[src/rtl/bpb_pkg.sv]
// Shared types and defaults for the fetch redirect controller.
package bpb_pkg;

    localparam logic [31:0] DEFAULT_RESET_PC = 32'hbfc00000;

    // One in-flight prediction: where it was fetched, what it was, where we guessed it goes.
    typedef struct packed {
        logic [31:0] pc;
        logic [31:0] instr;
        logic [31:0] pred;
    } pred_entry_t;

    typedef enum logic [0:0] {
        RUN     = 1'b0,
        RECOVER = 1'b1
    } ctrl_state_e;

endpackage

[src/rtl/pred_queue.sv]
// In-order FIFO of outstanding predictions; clear wins over push/pop.
module pred_queue
    import bpb_pkg::*;
#(
    parameter int unsigned DEPTH = 4
) (
    input  logic        clk,
    input  logic        reset,
    input  logic        push,
    input  logic        pop,
    input  logic        clear,
    input  pred_entry_t wdata,
    output pred_entry_t head,
    output logic        full,
    output logic        empty
);

    localparam int unsigned AW = $clog2(DEPTH);

    logic [AW-1:0] r_wr_ptr;
    logic [AW-1:0] r_rd_ptr;
    logic [AW:0]   r_count;
    logic [AW:0]   w_count_d;
    pred_entry_t   r_mem [DEPTH];

    logic w_pop;
    logic w_push;

    assign empty  = (r_count == '0);
    assign full   = (r_count == (AW + 1)'(DEPTH));
    assign head   = r_mem[r_rd_ptr];
    assign w_pop  = pop & ~empty;
    // At full a same-cycle pop frees the slot being written (wr_ptr == rd_ptr).
    assign w_push = push & (~full | w_pop);

    // Occupancy next-state from the push/pop pair.
    always_comb begin
        w_count_d = r_count;
        unique case ({w_push, w_pop})
            2'b10:   w_count_d = r_count + 1'b1;
            2'b01:   w_count_d = r_count - 1'b1;
            default: w_count_d = r_count;
        endcase
    end

    // Pointer and occupancy registers.
    always_ff @(posedge clk or posedge reset) begin
        if (reset) begin
            r_wr_ptr <= '0;
            r_rd_ptr <= '0;
            r_count  <= '0;
        end else if (clear) begin
            r_wr_ptr <= '0;
            r_rd_ptr <= '0;
            r_count  <= '0;
        end else begin
            if (w_push) r_wr_ptr <= r_wr_ptr + 1'b1;
            if (w_pop)  r_rd_ptr <= r_rd_ptr + 1'b1;
            r_count <= w_count_d;
        end
    end

    // Entry storage; contents are don't-care while the slot is unoccupied.
    always_ff @(posedge clk) begin
        if (w_push && !clear) r_mem[r_wr_ptr] <= wdata;
    end

endmodule

[src/rtl/fetch_redirect_ctrl.sv]
// Fetch PC sequencer: checks resolved next-PCs against queued predictions and redirects on miss.
module fetch_redirect_ctrl
    import bpb_pkg::*;
#(
    parameter int unsigned DEPTH    = 4,
    parameter logic [31:0] RESET_PC = DEFAULT_RESET_PC
) (
    input  logic        clk,
    input  logic        reset,
    input  logic        fetch_valid,
    input  logic [31:0] fetch_instr,
    input  logic [31:0] pred_pc,
    input  logic        stall,
    input  logic        resolve_valid,
    input  logic [31:0] resolve_pc,
    output logic [31:0] pc,
    output logic        miss,
    output logic [31:0] prev_pc,
    output logic [31:0] prev_instr,
    output logic        flush,
    output logic        full,
    output logic        err,
    output logic [31:0] hit_cnt,
    output logic [31:0] miss_cnt
);

    ctrl_state_e r_state;
    ctrl_state_e w_state_d;
    logic [31:0] r_pc;
    logic        r_miss;
    logic [31:0] r_prev_pc;
    logic [31:0] r_prev_instr;
    logic        r_err;
    logic [31:0] r_hit_cnt;
    logic [31:0] r_miss_cnt;

    pred_entry_t w_head;
    pred_entry_t w_wdata;
    logic        w_full;
    logic        w_empty;
    logic        w_hit;
    logic        w_mismatch;
    logic        w_push;

    assign w_hit      = resolve_valid & ~w_empty & (w_head.pred == resolve_pc);
    assign w_mismatch = resolve_valid & ~w_empty & ~w_hit;
    // The queue is always empty in RECOVER, so only push needs the state gate.
    assign w_push     = (r_state == RUN) & ~w_mismatch & fetch_valid & ~stall & (~w_full | w_hit);
    assign w_wdata    = '{pc: r_pc, instr: fetch_instr, pred: pred_pc};

    pred_queue #(
        .DEPTH (DEPTH)
    ) u_pred_queue (
        .clk   (clk),
        .reset (reset),
        .push  (w_push),
        .pop   (w_hit),
        .clear (w_mismatch),
        .wdata (w_wdata),
        .head  (w_head),
        .full  (w_full),
        .empty (w_empty)
    );

    // Next-state: one recovery cycle after every mispredict.
    always_comb begin
        w_state_d = r_state;
        unique case (r_state)
            RUN:     if (w_mismatch) w_state_d = RECOVER;
            RECOVER: w_state_d = RUN;
            default: w_state_d = RUN;
        endcase
    end

    // State register.
    always_ff @(posedge clk or posedge reset) begin
        if (reset) r_state <= RUN;
        else       r_state <= w_state_d;
    end

    // Fetch PC: redirect beats prediction, otherwise hold.
    always_ff @(posedge clk or posedge reset) begin
        if (reset)           r_pc <= RESET_PC;
        else if (w_mismatch) r_pc <= resolve_pc;
        else if (w_push)     r_pc <= pred_pc;
    end

    // Mispredict feedback to the predictor; prev_* keep the last miss.
    always_ff @(posedge clk or posedge reset) begin
        if (reset) begin
            r_miss       <= 1'b0;
            r_prev_pc    <= '0;
            r_prev_instr <= '0;
        end else begin
            r_miss <= w_mismatch;
            if (w_mismatch) begin
                r_prev_pc    <= w_head.pc;
                r_prev_instr <= w_head.instr;
            end
        end
    end

    // Sticky error for a resolve with nothing outstanding.
    always_ff @(posedge clk or posedge reset) begin
        if (reset)                          r_err <= 1'b0;
        else if (resolve_valid && w_empty)  r_err <= 1'b1;
    end

    // Saturating hit/miss statistics.
    always_ff @(posedge clk or posedge reset) begin
        if (reset) begin
            r_hit_cnt  <= '0;
            r_miss_cnt <= '0;
        end else begin
            if (w_hit && (r_hit_cnt != '1))       r_hit_cnt  <= r_hit_cnt + 32'd1;
            if (w_mismatch && (r_miss_cnt != '1)) r_miss_cnt <= r_miss_cnt + 32'd1;
        end
    end

    assign pc         = r_pc;
    assign miss       = r_miss;
    assign prev_pc    = r_prev_pc;
    assign prev_instr = r_prev_instr;
    assign flush      = (r_state == RECOVER);
    assign full       = w_full;
    assign err        = r_err;
    assign hit_cnt    = r_hit_cnt;
    assign miss_cnt   = r_miss_cnt;

endmodule

[config.mk]
export PLATFORM = sky130hd
export DESIGN_NAME = fetch_redirect_ctrl
export DESIGN_NICKNAME = d
export VERILOG_FILES = /design/src/rtl/bpb_pkg.sv /design/src/rtl/pred_queue.sv /design/src/rtl/fetch_redirect_ctrl.sv
export SDC_FILE = /design/constraint.sdc
export NUM_CORES = 1
export LEC_CHECK = 0
export CORE_AREA = 2 2 253 255
export DETAILED_ROUTE_END_ITERATION = 12
export DIE_AREA = 0 0 255 257
export MAX_ROUTING_LAYER = met4
export PLACE_DENSITY = 0.63
export SLEW_MARGIN = 20
export SYNTH_ARGS = -nofsm -noshare
export SYNTH_HDL_FRONTEND = slang
export SYNTH_SLANG_ARGS = --single-unit
[constraint.sdc]
create_clock -name clk -period 12.45 [get_ports clk]
set_input_delay 1.8675 -clock clk [delete_from_list [all_inputs] [get_ports clk]]
set_output_delay 1.8675 -clock clk [all_outputs]
set_load 0.05 [all_outputs]
==> results.json <==
{
  "hold_class": "reg2reg",
  "drt-vias-per-instance": 4.85,
  "grt_setup_unrepaired": "false",
  "root_buffer": "clkbuf_16",
  "met2_usage": 0.243,
  "skew_ps": 23.3,
  "final_cell_mix": "edfxtp_1, clkdlybuf4s50_1, dfrtp_1",
  "via_count": 11400,
  "grt_pass1_vias": 11800,
  "clk_path_buf_depth": 3,
  "drt_first_iter_violations": 748,
  "arrival_ps": 6950,
  "syn_area_sq_um": 21700,
  "h-tree-depth": 2,
  "wl_per_cell_microns": 21.3,
  "fp.dieW_microns": 255,
  "drive_above_1_share": 0.163,
  "hpwl_microns": 32200,
  "synth.distinct_cells": 43,
  "cts_sinks": 554,
  "io_buffer_count": 264,
  "fin_tns_setup_ps": 0,
  "ys_warn_count": 0,
  "core_region_area_sq_um": 62700,
  "status": "complete, no violations",
  "synth_flop_cell": "edfxtp_1",
  "post_cts_buffers": 0,
  "dieArea_sq_um": 65500,
  "grt-ovfl-total": 0,
  "grt_util_met3": 0.0331,
  "use_met1": 0.216,
  "num_rows": 92,
  "p_per_area_nw_per_um2": 213,
  "syn_nets": 1281,
  "postLayoutCoreUtil": 0.434,
  "peakVddDrop_uv": 155,
  "path_delay_family": "buffers and inverters",
  "drc": 0,
  "grt_util_all_layers": 0.158,
  "syn_to_final_growth_pct": 25.2,
  "dp_cells": 2238,
  "cts_hold_buf": 0,
  "worst-setup-path-type": "reg2reg",
  "slowest_stage": "dfrtp_4",
  "clock.fmax_mhz": 148,
  "dr.pass1.iters": 4,
  "worstMarginPinSlew_ps": 1100,
  "final_common_cell": "edfxtp_1",
  "numCtsBuffers": 57,
  "finalMaxSlewViolations": 0,
  "min_path_cells": 1,
  "path_cells": "buf_4 > buf_4 > mux4_2 > xnor2_1 > nand4_1 > nor4_4 > nand3_4 > a211oi_2 > and2_4 > buf_4",
  "fin_cells": 2351,
  "synth-async-reset-ratio": 0.307,
  "antenna_found_initial": 6,
  "reg2reg_depth": 10,
  "fin_nets": 1560,
  "grt_max_degree": 168,
  "synth_seq_cells": 554,
  "crit_required_ps": 12670,
  "num_io_pins": 265,
  "insertion_delay_ps": 610,
  "die_y_microns": 257,
  "whs_ps": 461,
  "place_area_sq_um": 25300,
  "ys_seq_area_frac": 0.727,
  "routabilityCongestion": 0.817,
  "cp_max_fo": 56,
  "start_util": 0.346,
  "cts_tree": "done",
  "timing.final.hold_violations": 0,
  "path_common_cell": "buf_4",
  "synth_enable_flop_cells": 384,
  "grt_pass1_wl_microns": 75600,
  "p_leak_nw": 9.32,
  "clk_pin_slew_ps": 60,
  "postSynthAreaPerCell_sq_um": 18.5,
  "worst-path-buf-inv": 3,
  "routed_wl_microns": 50000,
  "syn_inst": 1172,
  "end_kind": "flop",
  "cp_num_cells": 10,
  "cap_violations": 0,
  "design_area_sq_um": 27200,
  "slowest_delay_ps": 950,
  "ant_nets": 0,
  "post-route-period-util": 0.541,
  "fin_crit_ps": 6730,
  "start_kind": "flop",
  "setup_viol": 0,
  "cts-resized-gates": 0,
  "grt_busiest_layer": "met2",
  "max_slew_margin": 0.269,
  "fillers": 5488
}
-- report_power, final --
part	total, mW	internal (mW)	switching [mW]
logic	1.55	0.522	1.03
clock network	1.70	0.988	0.711
registers	2.56	2.35	0.207
total	5.81	3.86	1.95
-- Yosys cell counts, types with 2 or more instances --
master,count,area share
nand2_1,63,0.011
mux4_2,96,0.099
xor2_1,31,0.012
nor3b_1,2,0.00069
mux2_1,48,0.025
mux2_2,18,0.0093
buf_1,6,0.0010
nor2b_1,2,0.00058
and4_1,6,0.0024
nor3_1,21,0.0048
and3_1,16,0.0046
mux2i_1,34,0.016
xnor2_1,68,0.027
a21oi_1,2,0.00046
dfstp_2,9,0.011
edfxtp_1,384,0.53
and2_1,5,0.0014
or4_1,3,0.0010
nor4_4,2,0.0020
inv_1,12,0.0021
nor4b_1,3,0.0012
buf_6,3,0.0016
nor4_2,12,0.0069
nand4_1,30,0.0086
ha_1,7,0.0040
nand3_1,21,0.0048
o21ai_0,33,0.0076
dfrtp_1,161,0.19
nor4_1,4,0.0012
clkbuf_1,34,0.0059
buf_2,10,0.0023
nor2_1,15,0.0026
-- layer usage --
metal	vias to the layer above	wire length [microns]
li1	5130	-
met1	5907	22700
met2	308	23700
met3	59	2810
met4	0	849
met5	-	0
-- worst reg2reg max path, stage by stage, from the launching register on --
cell and delay [ps]:
dfrtp_4 950, buf_4 650, buf_4 670, mux4_2 620
xnor2_1 190, nand4_1 230, nor4_4 520, nand3_4 460
a211oi_2 520, and2_4 630, buf_4 810
-- cell families (layout without fill, tap and decap cells) --
kind of cell    count (synthesis)  count (layout)  synth area share
other cells                     0               6                 0
buf+inv                        66             393            0.0132
compound gates                 38              38           0.00939
simple gates                  211             211            0.0563
flops                         554             554             0.727
fa+ha+maj                       8               8           0.00495
xor+xnor                       99              99            0.0399
mux                           196             196             0.149
-- state kept, by name, summed over array words and instances (netlist names) --
signal / flops
u_pred_queue.r_mem: 384
prev_instr: 32
u_pred_queue.r_rd_ptr: 2
flush: 1
u_pred_queue.r_count: 3
pc: 32
miss: 1
miss_cnt: 32
hit_cnt: 32
err: 1
u_pred_queue.r_wr_ptr: 2
prev_pc: 32
-- stage by stage --
stage | power (mW) | setup slack [ps]
after CTS | 5.89 | 5440
final | 5.81 | 5720
after detailed placement | 4.18 | 5460
after floorplan | 3.53 | 5990
after global routing | 6.04 | 5140
after global placement | 4.14 | 5570
-- layout make-up --
class | count | area, sq um | area share
inverter | 12 | 52.6 | 0.00193
timing repair buffer | 274 | 2730 | 0.100
antenna | 6 | 15.0 | 0.000552
multi-input combinational | 552 | 5680 | 0.209
clock buffer | 73 | 1520 | 0.0557
tap | 846 | 1060 | 0.0389
sequential | 554 | 15800 | 0.581
clock inverter | 34 | 355 | 0.0131
-- path summary, 6_finish.rpt --
check,start,end,slack [ps]
worst min-delay path,flush,flush,460
worst max register to register,u_pred_queue.r_rd_ptr[0],u_pred_queue.r_mem[2][51],5720
worst min register to register,flush,flush,460
worst max-delay path,u_pred_queue.r_rd_ptr[0],u_pred_queue.r_mem[2][51],5720
max in group asynchronous,reset,u_pred_queue.r_rd_ptr[1],9060
min in group asynchronous,reset,hit_cnt[4],1820
Note: power is estimated with default switching activity, not from simulation.
